==> config.mk <==
export PLATFORM = sky130hd
export DESIGN_NAME = reg_access_initiator
export DESIGN_NICKNAME = d
export VERILOG_FILES = /design/src/rtl/reg_access_pkg.sv /design/src/rtl/reg_access_timer.sv /design/src/rtl/reg_access_initiator.sv
export SDC_FILE = /design/constraint.sdc
export NUM_CORES = 1
export LEC_CHECK = 0
export ABC_AREA = 1
export CORE_MARGIN = 5
export CORE_UTILIZATION = 35
export CTS_CLUSTER_SIZE = 10
export DETAILED_ROUTE_END_ITERATION = 7
export PLACE_DENSITY = 0.66
export REMOVE_ABC_BUFFERS = 1
export SLEW_MARGIN = 5
export SYNTH_ARGS = -nofsm -noshare
export SYNTH_HDL_FRONTEND = slang
export SYNTH_SLANG_ARGS = --single-unit
==> constraint.sdc <==
create_clock -name clk -period 1.9 [get_ports clk]
set_clock_uncertainty 0.2 [all_clocks]
set_input_delay 0.475 -clock clk [delete_from_list [all_inputs] [get_ports clk]]
set_output_delay 0.475 -clock clk [all_outputs]
set_load 0.005 [all_outputs]
==> src/rtl/reg_access_pkg.sv <==
// Shared types and constants for the register access initiator.
package reg_access_pkg;

  localparam int DEF_DATA_WIDTH     = 8;
  localparam int DEF_ADDR_WIDTH     = 4;
  localparam int DEF_TIMEOUT_CYCLES = 15;

  // rsp_error encoding
  localparam logic RSP_OK      = 1'b0;
  localparam logic RSP_TIMEOUT = 1'b1;

  typedef enum logic [1:0] {
    IDLE      = 2'd0,
    WRITE     = 2'd1,
    READ_WAIT = 2'd2,
    RESP      = 2'd3
  } state_t;

endpackage

==> src/rtl/reg_access_timer.sv <==
// Read-wait timer: counts cycles without target ready, saturating at the limit.
module reg_access_timer
  import reg_access_pkg::*;
#(
  parameter int TIMEOUT_CYCLES = DEF_TIMEOUT_CYCLES
) (
  input  logic clk,
  input  logic rst_n,
  input  logic start,
  input  logic hit,
  output logic expired
);

  localparam int CW = $clog2(TIMEOUT_CYCLES + 1);
  localparam logic [CW-1:0] LIMIT = CW'(TIMEOUT_CYCLES);

  logic [CW-1:0] count;

  // Clear while start is held, otherwise count ready-less cycles up to the limit.
  always_ff @(posedge clk or negedge rst_n) begin
    if (!rst_n)
      count <= '0;
    else if (start)
      count <= '0;
    else if (!hit && count != LIMIT)
      count <= count + CW'(1);
  end

  // A ready in the limit cycle still wins over expiry.
  assign expired = !start && !hit && (count == LIMIT);

endmodule

==> src/rtl/reg_access_initiator.sv <==
// Command/response initiator driving a simple register target with read timeout.
module reg_access_initiator
  import reg_access_pkg::*;
#(
  parameter int DATA_WIDTH     = DEF_DATA_WIDTH,
  parameter int ADDR_WIDTH     = DEF_ADDR_WIDTH,
  parameter int TIMEOUT_CYCLES = DEF_TIMEOUT_CYCLES
) (
  input  logic                  clk,
  input  logic                  rst_n,
  input  logic                  cmd_valid,
  output logic                  cmd_ready,
  input  logic                  cmd_write,
  input  logic [ADDR_WIDTH-1:0] cmd_addr,
  input  logic [DATA_WIDTH-1:0] cmd_wdata,
  output logic                  write_en,
  output logic                  read_en,
  output logic [ADDR_WIDTH-1:0] addr,
  output logic [DATA_WIDTH-1:0] data_in,
  input  logic [DATA_WIDTH-1:0] data_out,
  input  logic                  ready,
  output logic                  rsp_valid,
  input  logic                  rsp_ready,
  output logic [DATA_WIDTH-1:0] rsp_rdata,
  output logic                  rsp_error
);

  state_t state, state_nxt;
  logic   alive;
  logic   accept;
  logic   expired;

  assign accept = (state == IDLE) && alive && cmd_valid;

  reg_access_timer #(
    .TIMEOUT_CYCLES(TIMEOUT_CYCLES)
  ) u_timer (
    .clk    (clk),
    .rst_n  (rst_n),
    .start  (state != READ_WAIT),
    .hit    (ready),
    .expired(expired)
  );

  // Hold cmd_ready low until the first clock after reset release.
  always_ff @(posedge clk or negedge rst_n) begin
    if (!rst_n) alive <= 1'b0;
    else        alive <= 1'b1;
  end

  // State register.
  always_ff @(posedge clk or negedge rst_n) begin
    if (!rst_n) state <= IDLE;
    else        state <= state_nxt;
  end

  // Next-state and strobe decode; target strobes come straight from state.
  always_comb begin
    state_nxt = state;
    cmd_ready = 1'b0;
    write_en  = 1'b0;
    read_en   = 1'b0;
    rsp_valid = 1'b0;
    unique case (state)
      IDLE: begin
        cmd_ready = alive;
        if (accept) state_nxt = cmd_write ? WRITE : READ_WAIT;
      end
      WRITE: begin
        write_en  = 1'b1;
        state_nxt = RESP;
      end
      READ_WAIT: begin
        read_en = 1'b1;
        if (ready || expired) state_nxt = RESP;
      end
      RESP: begin
        rsp_valid = 1'b1;
        if (rsp_ready) state_nxt = IDLE;
      end
      default: state_nxt = IDLE;
    endcase
  end

  // Target address/data latched at accept; response captured on leaving WRITE/READ_WAIT.
  always_ff @(posedge clk or negedge rst_n) begin
    if (!rst_n) begin
      addr      <= '0;
      data_in   <= '0;
      rsp_rdata <= '0;
      rsp_error <= RSP_OK;
    end else begin
      if (accept) begin
        addr    <= cmd_addr;
        data_in <= cmd_wdata;
      end
      if (state == WRITE) begin
        rsp_rdata <= '0;
        rsp_error <= RSP_OK;
      end else if (state == READ_WAIT) begin
        if (ready) begin
          rsp_rdata <= data_out;
          rsp_error <= RSP_OK;
        end else if (expired) begin
          rsp_rdata <= '0;
          rsp_error <= RSP_TIMEOUT;
        end
      end
    end
  end

endmodule

---- Word-level counts from Yosys, hierarchy flattened ----
Index checks and enable logic that the tools add are counted.
Widths: inputs -> output; s select.
storage, ports and cells
  bits in latches ......................... 0
  ROM bits ................................ 0
  word-level logic and storage cells ...... 50
  bits in registers ....................... 28
  input bits .............................. 26
  output and inout bits ................... 25
  memories ................................ 0
  RAM bits ................................ 0
operators by class
  reduce and logical (&&, ||, !) cells .... 14
  divide/modulo/power cells ............... 0
  muxes and demuxes ....................... 19
  $mul .................................... 0
  add/sub/neg operators ................... 1
  shift operators ......................... 0
  bitwise operators ....................... 0
  order comparisons ....................... 0
  equality and inequality tests ........... 9
operator list
  operator             number
  $mux 8               4
  $mux 1               8
  $mux 2               4
  $mux 4               2
  $ne 2x2->1 const B   4
  $pmux 2 s4           1
  $logic_and 1x1->1    5
  $add 4x1->4 const B  1
  $eq 2x2->1 const B   2
  $eq 4x4->1 const B   1
  $ne 4x4->1 const B   1
  $reduce_bool 2->1    2
  $reduce_and 3->1     1
  $reduce_bool 3->1    1
  $eq 2x1->1 const B   1
  $logic_not 1->1      2
  $logic_not 2->1      1
  $reduce_and 2->1     1
  $logic_or 1x1->1     1

---- Depth between registers and ports, before layout ----
Gate-level depths: netlist (run 1).
  depth in word-level cells ............... 8
  depth in mapped cells ................... 8
  mapped depth without buffers ............ 8

---- Cells and area by module ----
Synthesis (run 1) repeated with hierarchy kept, for this count alone.
unflattened totals
  cell total of the unflattened synthesis .. 158
  area, all modules ....................... 1390.1 sq um
by module, submodules not included
  module                times used  seq. area each (sq um)  cells each  area each (sq um)
  reg_access_initiator  1           600.6                   128         1158.6
  reg_access_timer      1           100.1                   30          231.5

---- Worst setup path after synthesis (run 1) ----
OpenSTA, ideal clock, no wires.
  path kind ............................... register -> output
  start ................................... reg state[0]
  end ..................................... out cmd_ready
  cell stages (with the launch flop) ...... 6
  required time ........................... 1225 ps
  arrival ................................. 967 ps
  slack ................................... 258 ps
  buffers on the path ..................... 1
  cells stage by stage .................... dfrtp_1 > inv_1 > ha_1 > nand2_1 > inv_1 > buf_2
between the ends
  word-level cells in the longest chain between the ends .. 2
ends and longest elaborated chain
  item                    line                        RTL
  from (decl)             reg_access_initiator.sv:28  state_t state, state_nxt;
  from (signal assigned)  reg_access_initiator.sv:54  else state <= state_nxt;
  $logic_not 2->1         reg_access_initiator.sv:64  unique case (state)
  $mux 1                  reg_access_initiator.sv:64
  to (decl)               reg_access_initiator.sv:12  output logic cmd_ready,
No other way between the ends.

---- Worst setup path in the final report (run 1) ----
  start ................................... reg state[0]
  end ..................................... out write_en
between the ends
  word-level cells in the longest chain between the ends .. 2
ends and longest elaborated chain
  item        line                        RTL
  $eq 2x1->1  reg_access_initiator.sv:64
  $mux 1      reg_access_initiator.sv:64
  to (decl)   reg_access_initiator.sv:16  output logic write_en,
No other way between the ends.

==> impl_metrics.prom, run 1 <==
# TYPE chip_impl_metric gauge
chip_impl_info{name="clock_tree.root_cell",value="sky130_fd_sc_hd__clkbuf_8"} 1
chip_impl_metric{name="globalRouteMet2Util",unit="%"} 23.37
chip_impl_info{name="yosys_top_cell_by_area",value="sky130_fd_sc_hd__dfrtp_1"} 1
chip_impl_metric{name="flop_and_latch_count_out_of_synthesis",unit=""} 28
chip_impl_metric{name="cpPeakStageDelay",unit="ns"} 0.40
chip_impl_metric{name="layoutNonFillerInstCount",unit=""} 256
chip_impl_metric{name="yosysWarningCount",unit=""} 0
chip_impl_info{name="critical_path_class",value="reg -> out"} 1
chip_impl_metric{name="switching_part_of_the_total_power",unit="%"} 35.82
chip_impl_metric{name="compound_gate_fraction_of_synth_area",unit="%"} 3.541
chip_impl_info{name="crit_slowest_cell",value="sky130_fd_sc_hd__dfrtp_1"} 1
chip_impl_metric{name="dp.final_hpwl",unit="mm"} 2.636
chip_impl_metric{name="power_frac_seq",unit="%"} 35.2
chip_impl_metric{name="fraction_of_synthesized_cell_area_in_xor_and_xnor_cells",unit="%"} 0
chip_impl_metric{name="die_width",unit="um"} 71.94
chip_impl_metric{name="layout.nets",unit=""} 242
chip_impl_info{name="leading_cell_types_in_the_layout_fill_and_taps_excluded",value="49 x sky130_fd_sc_hd__nand2_1, 46 x sky130_fd_sc_hd__clkdlybuf4s50_1, 28 x sky130_fd_sc_hd__dfrtp_1"} 1
chip_impl_metric{name="numCtsBuffers",unit=""} 3
chip_impl_metric{name="synthMuxAreaShare",unit="%"} 0.7456
chip_impl_metric{name="placed_cell_area",unit="um^2"} 1948
chip_impl_metric{name="gp_congestion",unit=""} 0.8268
chip_impl_metric{name="mapped_avg_cell_area",unit="um^2"} 8.950
chip_impl_metric{name="report.final.slew_viol_count",unit=""} 0
chip_impl_metric{name="post_synthesis_share_of_cell_area_spent_on_full_adders_half_adders_and_majority_gates",unit="%"} 5.592
chip_impl_metric{name="grt_pass1_wl",unit="mm"} 5.961
chip_impl_info{name="critPathLaunchType",value="register"} 1
chip_impl_metric{name="routedWlPerCell",unit="um"} 13.02
chip_impl_metric{name="total_power",unit="uW"} 2731
chip_impl_metric{name="hold_viol_final",unit=""} 0
chip_impl_info{name="run_status",value="finished, final reports clean"} 1
chip_impl_metric{name="layout.cell_area.non_filler",unit="um^2"} 2012
chip_impl_metric{name="final_clock_period_utilization_by_the_worst_path",unit="%"} 97.72
chip_impl_metric{name="share_of_post_route_cells_with_drive_strength_above_1",unit="%"} 14.42
chip_impl_metric{name="count_of_buffers_inserted_at_the_top_level_ports",unit=""} 50
chip_impl_metric{name="insertedDiodeCount",unit=""} 0
chip_impl_metric{name="whs_path_depth",unit=""} 2
chip_impl_info{name="critPathCaptureType",value="primary output"} 1
chip_impl_metric{name="syn_area",unit="um^2"} 1343
chip_impl_metric{name="netlist.area_leader.share",unit="%"} 52.19
chip_impl_info{name="grt_setup_unrepaired",value="no"} 1
chip_impl_metric{name="maxClockFrequency",unit="GHz"} 0.5386
chip_impl_metric{name="layout_setup_ws",unit="ns"} 0.04339
chip_impl_info{name="cts_tree",value="done"} 1
chip_impl_metric{name="power_density",unit="nW/um^2"} 1357
chip_impl_metric{name="postCtsSetupBuffers",unit=""} 0
chip_impl_metric{name="comb_power_share",unit="%"} 53.6
chip_impl_metric{name="total_leakage_power",unit="uW"} 0.0009748
chip_impl_metric{name="clk_path_buf_depth",unit=""} 2
chip_impl_metric{name="irDropWorstVdd",unit="mV"} 0.6219
chip_impl_metric{name="drt.antenna.violating_nets",unit=""} 0
chip_impl_metric{name="synth-seq-area-share",unit="%"} 52.19
chip_impl_metric{name="timing.final.setup_violations",unit=""} 0
chip_impl_metric{name="synthesis.instances",unit=""} 150
chip_impl_metric{name="p_int",unit="uW"} 1752
chip_impl_metric{name="numClockSinks",unit=""} 28
chip_impl_metric{name="clk-insertion-delay-late",unit="ns"} 0.26
chip_impl_info{name="leading_cell_type_in_the_layout_fill_and_taps_excluded",value="sky130_fd_sc_hd__nand2_1"} 1
chip_impl_metric{name="route.final.wire_length",unit="mm"} 3.333
chip_impl_metric{name="fp.coreArea",unit="um^2"} 3689
chip_impl_metric{name="gr-usage-all-layers",unit="%"} 13.74
chip_impl_metric{name="clock_tree.htree_level_count",unit=""} 1
chip_impl_metric{name="drt_iter0_markers",unit=""} 33
chip_impl_metric{name="synthSimpleGateAreaFrac",unit="%"} 31.50
chip_impl_info{name="synthTopCellsByArea",value="sky130_fd_sc_hd__dfrtp_1 52%, sky130_fd_sc_hd__nand2_1 14%, sky130_fd_sc_hd__nand3_1 9.7%"} 1
chip_impl_metric{name="cap_viol_max_count",unit=""} 0
chip_impl_metric{name="remaining_drc_errors",unit=""} 0
chip_impl_metric{name="die-area",unit="um^2"} 5175
chip_impl_metric{name="overflow",unit=""} 0
chip_impl_metric{name="critPathArrivalTime",unit="ns"} 1.18
chip_impl_metric{name="fp-row-count",unit=""} 22
chip_impl_metric{name="placement.setup.worst_slack",unit="ns"} -0.03524
chip_impl_metric{name="io_pins",unit=""} 51
chip_impl_info{name="busiest_layer",value="met2"} 1
chip_impl_metric{name="groute.layer.met1.usage",unit="%"} 16.54
chip_impl_metric{name="finalWorstPathRequiredPeriod",unit="ns"} 1.857
chip_impl_info{name="hold_path.class",value="reg -> reg"} 1
chip_impl_metric{name="clock_power_share",unit="%"} 11.2
chip_impl_info{name="path_cells",value="buf_4, ha_4, clkdlybuf4s15_2"} 1
chip_impl_metric{name="crit_cells",unit=""} 3
chip_impl_metric{name="detail_routed_via_count_per_cell",unit=""} 4.895
chip_impl_info{name="combinational_family_with_the_most_area_after_synthesis",value="simple AND/OR/NAND/NOR gates"} 1
chip_impl_metric{name="critPathMaxFanout",unit=""} 3
chip_impl_metric{name="reg2reg_depth",unit=""} 8
chip_impl_metric{name="routed-via-count",unit=""} 1253
chip_impl_metric{name="floorplan.die.height",unit="um"} 71.94
chip_impl_metric{name="initial_utilization",unit="%"} 36.40
chip_impl_metric{name="cp_num_buf_inv",unit=""} 2
chip_impl_metric{name="clkSlewWorstSetupHoldPaths",unit="ns"} 0.09
chip_impl_metric{name="antenna_found_initial",unit=""} 0
chip_impl_metric{name="timing.hold.ws",unit="ns"} 0.2813
chip_impl_metric{name="p_switching",unit="uW"} 978.3
chip_impl_metric{name="groute.layer.met3.usage",unit="%"} 4.432
chip_impl_metric{name="placedCellCount",unit=""} 254
chip_impl_metric{name="grt_start_max_net_pins",unit=""} 29
chip_impl_metric{name="grt_pass1_vias",unit=""} 1375
chip_impl_metric{name="post_synth_num_cell_types",unit=""} 19
chip_impl_metric{name="drt-pass1-iter-count",unit=""} 4
chip_impl_metric{name="timing.critical_path.required",unit="ns"} 1.22
chip_impl_metric{name="synthToLayoutAreaGrowth",unit="%"} 49.86
chip_impl_info{name="critPathTopFamily",value="flip-flops"} 1
[worst register-to-register path: cells and delay by family (launching register included)]
family	cells	cell delay, ns
flip-flops	1	0.39
buffers and inverters	3	0.32
AND/OR/NAND/NOR	4	0.48
adder cells (fa/ha/maj)	1	0.14
[final timing paths]
path                                          to  startpoint  slack, ns
min in group asynchronous               state[0]       rst_n       0.37
worst min register to register        data_in[1]  data_in[1]       0.28
max in group asynchronous       u_timer.count[1]       rst_n       0.86
worst min-delay path                  data_in[1]  data_in[1]       0.28
worst max-delay path                    write_en    state[0]       0.04
worst max register to register        data_in[4]    state[1]       0.25
[power groups by stage]
stage / clock, uW / sequential [uW] / combinational [uW]
CTS: 326 / 960 / 1460
floorplan: 0 / 979 / 595
finish: 306 / 960 / 1460
global placement: 0 / 956 / 1400
global route: 343 / 989 / 1640
detailed placement: 0 / 966 / 1440
[cell type report]
| cell class | count | area [um^2] |
|---|---|---|
| Clock buffer | 3 | 41.29 |
| Fill cell | 349 | 1677 |
| Inverter | 12 | 45.04 |
| Multi-Input combinational cell | 105 | 599.3 |
| Sequential cell | 28 | 700.7 |
| Tap cell | 48 | 60.06 |
| Timing Repair Buffer | 60 | 565.5 |
[metal layers]
metal / vias to the layer above / part of all wire (%)
li1: 610 / -
met1: 586 / 43
met2: 55 / 47
met3: 2 / 9.3
met4: 0 / 0.72
met5: - / 0
[logic make-up after synthesis]
| group | Yosys count |
|---|---|
| fa+ha+maj | 6 |
| flops | 28 |
| mux | 1 |
| other cells | 1 |
| buf+inv | 17 |
| simple gates | 91 |
| compound gates | 6 |
[cells in the mapped netlist]
library cell,number
sky130_fd_sc_hd__dfrtp_1,28
sky130_fd_sc_hd__a21oi_1,3
sky130_fd_sc_hd__buf_6,2
sky130_fd_sc_hd__nand3_1,26
sky130_fd_sc_hd__nand4_1,10
sky130_fd_sc_hd__nand2_1,50
sky130_fd_sc_hd__nand3_4,1
sky130_fd_sc_hd__o21ai_4,1
sky130_fd_sc_hd__ha_1,6
sky130_fd_sc_hd__nand2_2,1
sky130_fd_sc_hd__mux2i_1,1
sky130_fd_sc_hd__conb_1,1
sky130_fd_sc_hd__inv_1,11
sky130_fd_sc_hd__nor2_4,1
sky130_fd_sc_hd__inv_2,1
sky130_fd_sc_hd__buf_2,3
sky130_fd_sc_hd__nor2_1,2
sky130_fd_sc_hd__a21boi_2,1
sky130_fd_sc_hd__o21ai_0,1
[sequential cells by signal, summed over array words and instances, names as in the netlist]
signal	count
addr	4
alive	1
data_in	8
rsp_error	1
rsp_rdata	8
state	2
u_timer.count	4
[per-stage QoR]
stage	setup TNS [ns]	util [%]
5_1_grt	0	54.55
2_1_floorplan	0	-
6_report	0	54.55
3_3_place_gp	-0.02390	52.82
3_5_place_dp	-0.04466	52.82
4_1_cts	-0.007666	54.38
[what timing repair did]
action / CTS / global route
pin swaps: 1 / 1
endpoints found under the setup margin: 4 / 2
resized for setup: 20 / 6
hold buffers: 0 / 0
Power figures use the tool's default switching activity.
==> inputs of run 2 (changes only) <==
--- a/config.mk
+++ b/config.mk
@@ -7,10 +7,10 @@
 export LEC_CHECK = 0
 export ABC_AREA = 1
 export CORE_MARGIN = 5
-export CORE_UTILIZATION = 35
+export CORE_UTILIZATION = 40
 export CTS_CLUSTER_SIZE = 10
 export DETAILED_ROUTE_END_ITERATION = 7
-export PLACE_DENSITY = 0.66
+export PLACE_DENSITY = 0.74
 export REMOVE_ABC_BUFFERS = 1
 export SLEW_MARGIN = 5
 export SYNTH_ARGS = -nofsm -noshare
==> run 2 against run 1 <==
  * The flow now finishes with violations (negative setup slack)
  * Critical path depth increased by 3
  * First-iteration DRC count is 70% higher
  * Cell count increased by 3.5%
  * Non-clock buffer count rose by 10
  * Fmax down 4.5%
  * Via count increased by 1.8%
  * Final area increased by 8.1%
  * Clock power shrank 4%
  * Critical path type unchanged
  * Critical endpoint is now cmd_ready
==> impl_metrics.prom, run 2 (synthesis results as in run 1) <==
# TYPE chip_impl_metric gauge
chip_impl_metric{name="grt_start_max_net_pins",unit=""} 29
chip_impl_metric{name="drt.antenna.violating_nets",unit=""} 0
chip_impl_info{name="min_from",value="data_in[6]"} 1
chip_impl_metric{name="gp_congestion",unit=""} 0.9057
chip_impl_metric{name="antenna_found_initial",unit=""} 0
chip_impl_metric{name="grt_pass1_vias",unit=""} 1239
chip_impl_info{name="cts_tree",value="done"} 1
chip_impl_metric{name="report.final.slew_viol_count",unit=""} 0
chip_impl_metric{name="initial_utilization",unit="%"} 40.88
chip_impl_info{name="critPathLaunchType",value="register"} 1
chip_impl_info{name="hold_path.class",value="reg -> reg"} 1
chip_impl_metric{name="drt_iter0_markers",unit=""} 56
chip_impl_info{name="leading_cell_types_in_the_layout_fill_and_taps_excluded",value="48 x sky130_fd_sc_hd__nand2_1, 28 x sky130_fd_sc_hd__dfrtp_1, 26 x sky130_fd_sc_hd__nand3_1, 26 x sky130_fd_sc_hd__clkdlybuf4s50_1, 19 x sky130_fd_sc_hd__dlymetal6s2s_1"} 1
chip_impl_metric{name="hold_viol_final",unit=""} 0
chip_impl_metric{name="share_of_post_route_cells_with_drive_strength_above_1",unit="%"} 19.63
chip_impl_info{name="clock_tree.root_cell",value="sky130_fd_sc_hd__clkbuf_4"} 1
chip_impl_metric{name="overflow",unit=""} 0
chip_impl_info{name="grt_setup_unrepaired",value="yes"} 1
chip_impl_metric{name="total_leakage_power",unit="uW"} 0.001290
chip_impl_metric{name="cap_viol_max_count",unit=""} 0
chip_impl_metric{name="die-area",unit="um^2"} 4615
chip_impl_metric{name="layoutNonFillerInstCount",unit=""} 265
chip_impl_info{name="setup.worst_path.start",value="state[1]"} 1
chip_impl_metric{name="placedCellCount",unit=""} 252
chip_impl_metric{name="timing.final.setup_violations",unit=""} 2
chip_impl_metric{name="remaining_drc_errors",unit=""} 0
chip_impl_metric{name="count_of_buffers_inserted_at_the_top_level_ports",unit=""} 50
chip_impl_metric{name="setup_total_negative_slack",unit="ns"} -0.05890
chip_impl_metric{name="synthToLayoutAreaGrowth",unit="%"} 61.98
chip_impl_metric{name="clk-insertion-delay-late",unit="ns"} 0.33
chip_impl_metric{name="maxClockFrequency",unit="GHz"} 0.5142
chip_impl_metric{name="layout.nets",unit=""} 252
chip_impl_metric{name="io_pins",unit=""} 51
chip_impl_metric{name="route.final.wire_length",unit="mm"} 3.666
chip_impl_metric{name="insertedDiodeCount",unit=""} 0
chip_impl_metric{name="numClockSinks",unit=""} 28
chip_impl_info{name="leading_cell_type_in_the_layout_fill_and_taps_excluded",value="sky130_fd_sc_hd__nand2_1"} 1
chip_impl_metric{name="area_of_the_multi_input_gates",unit="um^2"} 614.3
chip_impl_metric{name="floorplan.die.height",unit="um"} 67.94
chip_impl_metric{name="finalWorstPathRequiredPeriod",unit="ns"} 1.945
chip_impl_metric{name="timing.hold.ws",unit="ns"} 0.2849
chip_impl_info{name="critPathCaptureType",value="primary output"} 1
chip_impl_info{name="run_status",value="finished, violations left"} 1
chip_impl_metric{name="final_clock_period_utilization_by_the_worst_path",unit="%"} 102.4
chip_impl_metric{name="critPathMaxFanout",unit=""} 2
chip_impl_metric{name="routedWlPerCell",unit="um"} 13.83
chip_impl_info{name="violations_in_the_final_reports",value="negative setup slack"} 1
chip_impl_metric{name="clk_path_buf_depth",unit=""} 2
chip_impl_metric{name="clock_tree.htree_level_count",unit=""} 1
chip_impl_metric{name="numCtsBuffers",unit=""} 3
chip_impl_metric{name="power_density",unit="nW/um^2"} 1343
chip_impl_metric{name="filler_cell_count",unit=""} 260
chip_impl_metric{name="clkSlewWorstSetupHoldPaths",unit="ns"} 0.15
chip_impl_metric{name="ff_latch_area",unit="um^2"} 700.7
chip_impl_info{name="largest_registers",value="data_in x8, rsp_rdata x8"} 1
chip_impl_info{name="reg2reg_from",value="state[1]"} 1
chip_impl_metric{name="dp.final_hpwl",unit="mm"} 2.631
chip_impl_metric{name="timing.critical_path.required",unit="ns"} 1.22
chip_impl_metric{name="layout.cell_area.non_filler",unit="um^2"} 2175
chip_impl_metric{name="gr-usage-all-layers",unit="%"} 14.96
chip_impl_info{name="critical_path_class",value="reg -> out"} 1
chip_impl_metric{name="fp.coreArea",unit="um^2"} 3284
chip_impl_metric{name="fp-row-count",unit=""} 21
chip_impl_metric{name="die_width",unit="um"} 67.94
chip_impl_metric{name="irDropWorstVdd",unit="mV"} 1.012
chip_impl_metric{name="grt_pass1_wl",unit="mm"} 5.430
chip_impl_metric{name="critPathArrivalTime",unit="ns"} 1.27
chip_impl_metric{name="final_core_util",unit="%"} 66.21
chip_impl_metric{name="placed_cell_area",unit="um^2"} 1946
chip_impl_metric{name="detail_routed_via_count_per_cell",unit=""} 4.811
chip_impl_metric{name="drt-pass1-iter-count",unit=""} 4
chip_impl_metric{name="routed-via-count",unit=""} 1275
chip_impl_metric{name="layout_setup_ws",unit="ns"} -0.04480
chip_impl_metric{name="cts_hold_buffers",unit=""} 0
run 2: cell types whose count changed in the layout (fill, tap and decap cells not counted), sizes merged:
cell / change
buf: +11
clkbuf: +1
clkdlybuf4s15: -1
clkdlybuf4s50: -20
dlygate4sd2: +1
dlymetal6s2s: +19
run 2: what timing repair did:
item | CTS | global route
resized for setup | 36 | 23
pin swaps | 2 | 0
setup buffers | 2 | 7
endpoints found under the setup margin | 5 | 30
cloned | 0 | 0
run 2: metal layers:
metal | track usage [%] | wire length, um | up-vias | share of wire, %
met2 | 26.11 | 1804 | 44 | 49
met5 | 0 | 0 | - | 0
met4 | 3.474 | 31 | 0 | 0.85
met1 | 19.07 | 1563 | 600 | 43
li1 | - | - | 627 | -
met3 | 2.791 | 266 | 4 | 7.3
run 2: path summary, 6_finish.rpt:
check	to	slack (ns)	cells past startpoint
setup reg to reg	data_in[3]	0.24	9
hold / removal	data_in[6]	0.28	2
setup / recovery	cmd_ready	-0.04	6
hold reg to reg	data_in[6]	0.28	2
min in group asynchronous	rsp_error	0.30	2
max in group asynchronous	data_in[3]	0.93	2
run 2: final cells by class:
| cell class | count | area share [%] |
|---|---|---|
| Sequential cell | 28 | 32.22 |
| Inverter | 12 | 2.186 |
| Clock buffer | 4 | 1.669 |
| Multi-Input combinational cell | 105 | 28.25 |
| Tap cell | 46 | 2.647 |
| Timing Repair Buffer | 70 | 33.03 |
run 2: worst max-delay path: stages, from the launching register on:
cell	delay, ns
sky130_fd_sc_hd__dfrtp_1	0.42
sky130_fd_sc_hd__inv_2	0.06
sky130_fd_sc_hd__buf_6	0.12
sky130_fd_sc_hd__ha_4	0.15
sky130_fd_sc_hd__nand2_2	0.05
sky130_fd_sc_hd__inv_2	0.04
sky130_fd_sc_hd__buf_6	0.11
run 2: through the flow:
step           power [uW]  setup WS (ns)
2_1_floorplan        1574         0.2621
6_report             2920       -0.04480
3_3_place_gp         2326      -0.009547
3_5_place_dp         2392       -0.05770
5_1_grt              3135        -0.1202
4_1_cts              2829       -0.03802
run 2: power breakdown:
part	internal, uW	switching, uW
sequential	824	130
clock	117	177
combinational	905	767
